## src/rtl/reg_status_file.sv

```systemverilog
// Architectural register file with per-register rename status (busy + producing ROB tag).
// Commits arrive in order from the ROB; the decoder reads operands combinationally and locks destinations.
module reg_status_file #(
  parameter int DATA_WIDTH  = 32,
  parameter int REG_WIDTH   = 5,
  parameter int REG_NUMBER  = 32,
  parameter int ENTRY_WIDTH = 3
) (
  input  logic                   clk,
  input  logic                   rst,
  input  logic                   read1,
  input  logic [REG_WIDTH-1:0]   read_name1,
  output logic [DATA_WIDTH-1:0]  read_value1,
  output logic                   read_busy1,
  output logic [ENTRY_WIDTH-1:0] read_entry1,
  input  logic                   read2,
  input  logic [REG_WIDTH-1:0]   read_name2,
  output logic [DATA_WIDTH-1:0]  read_value2,
  output logic                   read_busy2,
  output logic [ENTRY_WIDTH-1:0] read_entry2,
  input  logic                   lock,
  input  logic [REG_WIDTH-1:0]   lock_name,
  input  logic [ENTRY_WIDTH-1:0] lock_entry,
  input  logic                   reg_modify,
  input  logic [REG_WIDTH-1:0]   reg_name,
  input  logic [DATA_WIDTH-1:0]  reg_data,
  input  logic [ENTRY_WIDTH-1:0] reg_entry,
  input  logic                   flush
);

  // Interface contract: no valid/ready handshake exists here. read, lock and
  // reg_modify are single-cycle strobes that are always accepted; reads are
  // combinational and never observe a lock presented in the same cycle.

  logic [DATA_WIDTH-1:0]  data_q [REG_NUMBER];
  logic [ENTRY_WIDTH-1:0] tag_q  [REG_NUMBER];
  logic [REG_NUMBER-1:0]  busy_q;

  logic commit_en;
  logic commit_clear;
  logic lock_en;
  logic read_ok1;
  logic read_ok2;

  // Register 0 is hardwired to zero; names beyond REG_NUMBER are ignored.
  assign commit_en = reg_modify && (reg_name != '0) && (32'(reg_name) < 32'(REG_NUMBER));
  assign lock_en   = lock && !flush && (lock_name != '0) && (32'(lock_name) < 32'(REG_NUMBER));
  assign read_ok1  = read1 && (read_name1 != '0) && (32'(read_name1) < 32'(REG_NUMBER));
  assign read_ok2  = read2 && (read_name2 != '0) && (32'(read_name2) < 32'(REG_NUMBER));

  // A commit only releases the register if it is still the newest producer.
  assign commit_clear = commit_en && busy_q[reg_name] && (tag_q[reg_name] == reg_entry);

  always_ff @(posedge clk or negedge rst) begin
    if (!rst) begin
      busy_q <= '0;
      for (int i = 0; i < REG_NUMBER; i++) begin
        data_q[i] <= '0;
        tag_q[i]  <= '0;
      end
    end else begin
      for (int i = 1; i < REG_NUMBER; i++) begin
        if (commit_en && (reg_name == REG_WIDTH'(i))) begin
          data_q[i] <= reg_data;
        end
        if (flush) begin
          busy_q[i] <= 1'b0;
        end else if (lock_en && (lock_name == REG_WIDTH'(i))) begin
          busy_q[i] <= 1'b1;
          tag_q[i]  <= lock_entry;
        end else if (commit_clear && (reg_name == REG_WIDTH'(i))) begin
          busy_q[i] <= 1'b0;
        end
      end
    end
  end

  // Operand port 1, with same-cycle commit bypass.
  always_comb begin
    read_value1 = '0;
    read_busy1  = 1'b0;
    read_entry1 = '0;
    if (read_ok1) begin
      read_value1 = data_q[read_name1];
      read_busy1  = busy_q[read_name1];
      read_entry1 = tag_q[read_name1];
      if (reg_modify && (reg_name == read_name1) && busy_q[read_name1] &&
          (tag_q[read_name1] == reg_entry)) begin
        read_value1 = reg_data;
        read_busy1  = 1'b0;
      end
    end
  end

  // Operand port 2, identical to port 1.
  always_comb begin
    read_value2 = '0;
    read_busy2  = 1'b0;
    read_entry2 = '0;
    if (read_ok2) begin
      read_value2 = data_q[read_name2];
      read_busy2  = busy_q[read_name2];
      read_entry2 = tag_q[read_name2];
      if (reg_modify && (reg_name == read_name2) && busy_q[read_name2] &&
          (tag_q[read_name2] == reg_entry)) begin
        read_value2 = reg_data;
        read_busy2  = 1'b0;
      end
    end
  end

endmodule

```

## config.mk

```make
export PLATFORM = sky130hd
export DESIGN_NAME = reg_status_file
export DESIGN_NICKNAME = d
export VERILOG_FILES = /design/src/rtl/reg_status_file.sv
export SDC_FILE = /design/constraint.sdc
export NUM_CORES = 2
export LEC_CHECK = 0
export CAP_MARGIN = 20
export CORE_AREA = 8 8 363 365
export DETAILED_ROUTE_END_ITERATION = 12
export DIE_AREA = 0 0 371 373
export GPL_TIMING_DRIVEN = 0
export HOLD_SLACK_MARGIN = 0.08
export PLACE_DENSITY = 0.66
export SYNTH_ARGS = -nofsm -noshare
export SYNTH_HDL_FRONTEND = slang
export SYNTH_SLANG_ARGS = --single-unit
export TNS_END_PERCENT = 100
```

## constraint.sdc

```tcl
create_clock -name clk -period 7 [get_ports clk]
set_input_delay 2.1 -clock clk [delete_from_list [all_inputs] [get_ports clk]]
set_output_delay 2.1 -clock clk [all_outputs]
set_load 0.05 [all_outputs]
```

# [Word-level counts from Yosys, hierarchy flattened]
# Cells that the tools add are included.
[classes] n_lt_le_gt_ge=6 n_eq_ne=67 muxes=124 n_bitwise=4 reduce_logical=173
[op_table] operator="$bmux W32 S5" count=2
[op_table] operator="$mux W32" count=8
[op_table] operator="$eq A5 B5 Y1 const B" count=32
[op_table] operator="$logic_and A1 B1 Y1" count=106
[op_table] operator="$mux W1" count=100
[op_table] operator="$reduce_bool A3 Y1" count=31
[op_table] operator="$eq A5 B4 Y1 const B" count=16
[op_table] operator="$reduce_and A2 Y1" count=31
[op_table] operator="$bmux W3 S5" count=3
[op_table] operator="$eq A5 B3 Y1 const B" count=8
[op_table] operator="$mux W3" count=8
[op_table] operator="$eq A5 B2 Y1 const B" count=4
[op_table] operator="$reduce_bool A5 Y1" count=4
[op_table] operator="$ge A6 B6 Y1 const B" count=3
[op_table] operator="$lt A5 B6 Y1 const B" count=3
[op_table] operator="$not A5 Y6" count=3
[op_table] operator="$bmux W1 S5" count=3
[op_table] operator="$eq A5 B1 Y1 const B" count=2
[op_table] operator="$eq A5 B5 Y1" count=2
[op_table] operator="$eq A3 B3 Y1" count=3
[op_table] operator="$logic_not A1 Y1" count=1
[op_table] operator="$not A1 Y1" count=1
[totals] register_bits=1116 in_bits=65 output_inout_bits=72

# [Depth between registers and ports, before layout]
[depth] depth_word=10 ltp_mapped=12

# [Worst setup path before layout]
# OpenSTA, ideal clock, no wires.
[synth_timing] kind="input -> output" start="input port read_name1[0]" end="output port read_value1[10]" arrival_ns=5.399 setup_slack_ns=-0.499 cell_stages=10 path_buffers=4 path_cell_list="buf_2 -> buf_6 -> mux4_2 -> mux4_2 -> mux2i_2 -> xor2_2 -> and2_1 -> buf_2 -> buf_6 -> o31ai_1"
[synth_between] elab_chain_len=8
[synth_rtl] element="start, declared" line_no="12" rtl="input logic [REG_WIDTH-1:0] read_name1,"
[synth_rtl] element="$not A5 Y6 (not written as such)" line_no="84, 88"
[synth_rtl] element="$bmux W3 S5" line_no="88" rtl="(tag_q[read_name1] == reg_entry)) begin"
[synth_rtl] element="$mux W3 (not written as such) (2 in a row)" line_no="88"
[synth_rtl] element="$eq A3 B3 Y1" line_no="88"
[synth_rtl] element="$logic_and A1 B1 Y1" line_no="87" rtl="if (reg_modify && (reg_name == read_name1) && busy_q[read_name1] &&"
[synth_rtl] element="$mux W32" line_no="87"
[synth_rtl] element="$mux W32 (*)" line_no="83" rtl="if (read_ok1) begin"
[synth_rtl] element="end, declared" line_no="13" rtl="output logic [DATA_WIDTH-1:0] read_value1,"
# Mark *: on every way between the ends. The rest lies on a longest branch, timed or not. The select of a mux whose other input is x is not followed.

# [Final worst setup path]
[layout_timing] start="input port read_name2[2]" end="output port read_value2[28]"
[layout_between] elab_chain_len=8
[layout_rtl] element="start, declared" line_no="17" rtl="input logic [REG_WIDTH-1:0] read_name2,"
[layout_rtl] element="$not A5 Y6 (not written as such)" line_no="101, 105"
[layout_rtl] element="$bmux W3 S5" line_no="105" rtl="(tag_q[read_name2] == reg_entry)) begin"
[layout_rtl] element="$mux W3 (not written as such) (2 in a row)" line_no="105"
[layout_rtl] element="$eq A3 B3 Y1" line_no="105"
[layout_rtl] element="$logic_and A1 B1 Y1" line_no="104" rtl="if (reg_modify && (reg_name == read_name2) && busy_q[read_name2] &&"
[layout_rtl] element="$mux W32" line_no="104"
[layout_rtl] element="$mux W32 (*)" line_no="100" rtl="if (read_ok2) begin"
[layout_rtl] element="end, declared" line_no="18" rtl="output logic [DATA_WIDTH-1:0] read_value2,"
# Marks and branches as above.

==> results.tsv <==
metric	value	unit
outcome	complete, but fails checks	
failing checks	negative setup slack	
die width	371	µm
Max-Cap Viols	0	
# rows	131	
Pleak	30.9	nW
Starting Density	49.3	%
P per Cell Area	276	nW/µm²
crit-path max FO	10	
Reg2Reg Setup Slack	3.50	ns
Setup violations, final	66	
drt pass-1 iters	6	
Clock Skew	0.0159	ns
Worst setup EP type	output port	
Tcrit/Tclk final	103	%
final antenna-violating net count	0	
unrepaired setup endpoints after global routing	yes	
Root Buffer	clkbuf_16	
setup TNS	-8.50	ns
Final nets	4485	
Hold Fails Final Rpt	0	
Hold Buf Count CTS	0	
Netlist cell types	66	
Synth Cell Area	62400	µm²
Worst VDD drop	0.217	mV
max-slew violations	0	
clock buffer depth	3	
DRT Wirelength	226	mm
first-pass GRT wire length	322	mm
f_max	0.138	GHz
DP Worst Slack	-2.87	ns
Final HPWL DP	164	mm
Synth area leaders	dfrtp_1, mux4_2, mux2_2	
overall routing resource usage	32.5	%
routed vias/inst	6.94	
Yosys top cell by area	dfrtp_1	
Die Y-Extent	373	µm
Slew @ Worst Pin	1.26	ns
largest net degree at the start of global routing	177	
synth cell count leaders	mux2_2, dfrtp_1, mux4_2	
sequential cell area fraction in the yosys report	44.8	%
Top Ports	137	
Vias	43000	
DRC	0	
count leader, synth	mux2_2	
Core Area	126000	µm²
crit start category	input port	
CTS tree	built	
residual overflow from global routing	0	
share of Yosys cell area claimed by the top area cell type	44.8	%
synth warn	36	
initial antenna violation count	11	
Primary FF master, synth	dfrtp_1	
Clock transition at path regs	0.06	ns
Critical Path AT	5.13	ns
syn_nets	4164	
PortBufs	126	
vias in the first global route	43600	
Num CTS Buffers	121	
# H-tree levels	3	
ys async rst share	100	%
normalized max-slew margin	15.8	%
proportion of layout cells with a drive suffix above 1	55.2	%
Critical Path RT	4.90	ns
Synth Register Bits	1116	
worst skew pair latency	0.73	ns
clk sinks	1116	
CP Class	in2out	
Syn-to-layout area delta	17.5	%
cell count after synthesis	4099	
final worst slack	-0.234	ns
mean post-synth cell area	15.2	µm²
worst hold path type	reg2reg	
Period minus WS final	7.23	ns
GPL Wtd Cong	0.989	
drt initial violations	5490	
number of synthesized flops with an enable pin	0	
Die ar.	138000	µm²
routed len/inst	36.5	µm
[stage by stage]
stage | area [µm²] | std cells | utilization [%] | power, mW | hold slack, ns
6_report | 73300 | 6198 | 58.0 | 20.2 | 0.520
5_1_grt | 73300 | 6186 | 58.0 | 20.9 | 0.536
4_1_cts | 73100 | 6180 | 57.8 | 20.1 | 0.523
3_5_place_dp | 66800 | 5915 | 52.9 | 13.3 | 0.510
3_3_place_gp | 66300 | 5887 | 52.4 | 13.2 | 0.500
2_1_floorplan | 62900 | 4099 | - | 11.6 | 0.491
[placed cells by master (no fill, tap or decap), types with 31 or more instances in the layout]
master / netlist / final
a21oi_1: 42 / 41
a22o_1: 32 / 32
buf_12: 1 / 31
buf_2: 120 / 51
buf_4: 14 / 79
buf_6: 10 / 96
clkbuf_1: 262 / 200
clkbuf_16: 0 / 124
clkbuf_2: 0 / 43
clkbuf_8: 0 / 47
clkdlybuf4s50_1: 0 / 51
dfrtp_1: 1116 / 1116
mux2_2: 1132 / 1132
mux2i_1: 133 / 84
mux2i_4: 0 / 37
mux4_2: 646 / 647
nand2_1: 115 / 115
nand2b_1: 50 / 50
nand4_1: 37 / 37
nor2_1: 48 / 48
o211ai_1: 36 / 36
o21ai_0: 37 / 37
o31ai_4: 0 / 34
[worst paths after layout]
kind                          startpoint              end  depth (start not counted)
hold reg to reg              data_q[633]      data_q[633]                          1
max in group asynchronous            rst      data_q[325]                          5
setup reg to reg                tag_q[3]       busy_q[14]                          8
hold / removal               data_q[633]      data_q[633]                          1
min in group asynchronous            rst        tag_q[71]                          2
setup / recovery           read_name2[2]  read_value2[28]                         10
[flip-flops by register name (all words and copies together) (netlist names)]
name and flops:
busy_q 31, data_q 992, tag_q 93
[logic make-up after synthesis]
kind of cell | after synthesis | synth area share, %
AOI/OAI and AO/OA | 262 | 2.97
DFF | 1116 | 44.8
xor gates and xnor gates | 15 | 0.223
buffers and inverters | 459 | 3.25
and+or+nand+nor | 331 | 2.66
muxes | 1916 | 46.1
[timing repair]
| item | 4_1_cts | 5_1_grt |
|---|---|---|
| setup buffers | 31 | 7 |
| resized for setup | 938 | 43 |
| endpoints found under the setup margin | 72 | 68 |
| hold endpoints to repair | 0 | 0 |
| pin swaps | 38 | 15 |
| gates cloned | 8 | 0 |
[cell type report]
class | instances | area (µm²)
Tap cell | 1662 | 2080
Clock inverter | 41 | 477
Sequential cell | 1116 | 27900
Inverter | 22 | 91.3
Antenna cell | 12 | 30.0
Buffer | 434 | 2940
Timing Repair Buffer | 201 | 2530
Clock buffer | 186 | 3630
Multi-Input combinational cell | 2524 | 33600
Fill cell | 9907 | 53100
[critical path, cell delays in order]
cell	delay (ns)
buf_6	0.17
buf_4	0.25
buf_4	0.31
clkbuf_4	0.31
clkbuf_4	0.32
mux4_2	0.35
mux4_2	0.58
o211ai_1	0.33
mux2i_4	0.18
buf_6	0.19
[report_power, final]
part           switching, mW  internal, mW  total [mW]
combinational           2.26          2.72        4.98
clock                   2.79          3.86        6.65
sequential             0.918          7.65        8.57
[layer usage]
| layer | up-vias | wire length (µm) | global-route usage [%] |
|---|---|---|---|
| met2 | 2595 | 96200 | 45.6 |
| met1 | 23200 | 90300 | 45.7 |
| li1 | 16700 | - | - |
| met4 | 0 | 9800 | 12.7 |
| met5 | - | 0 | 0 |
| met3 | 495 | 29800 | 12.2 |
Note: power is estimated with default switching activity, not from simulation.
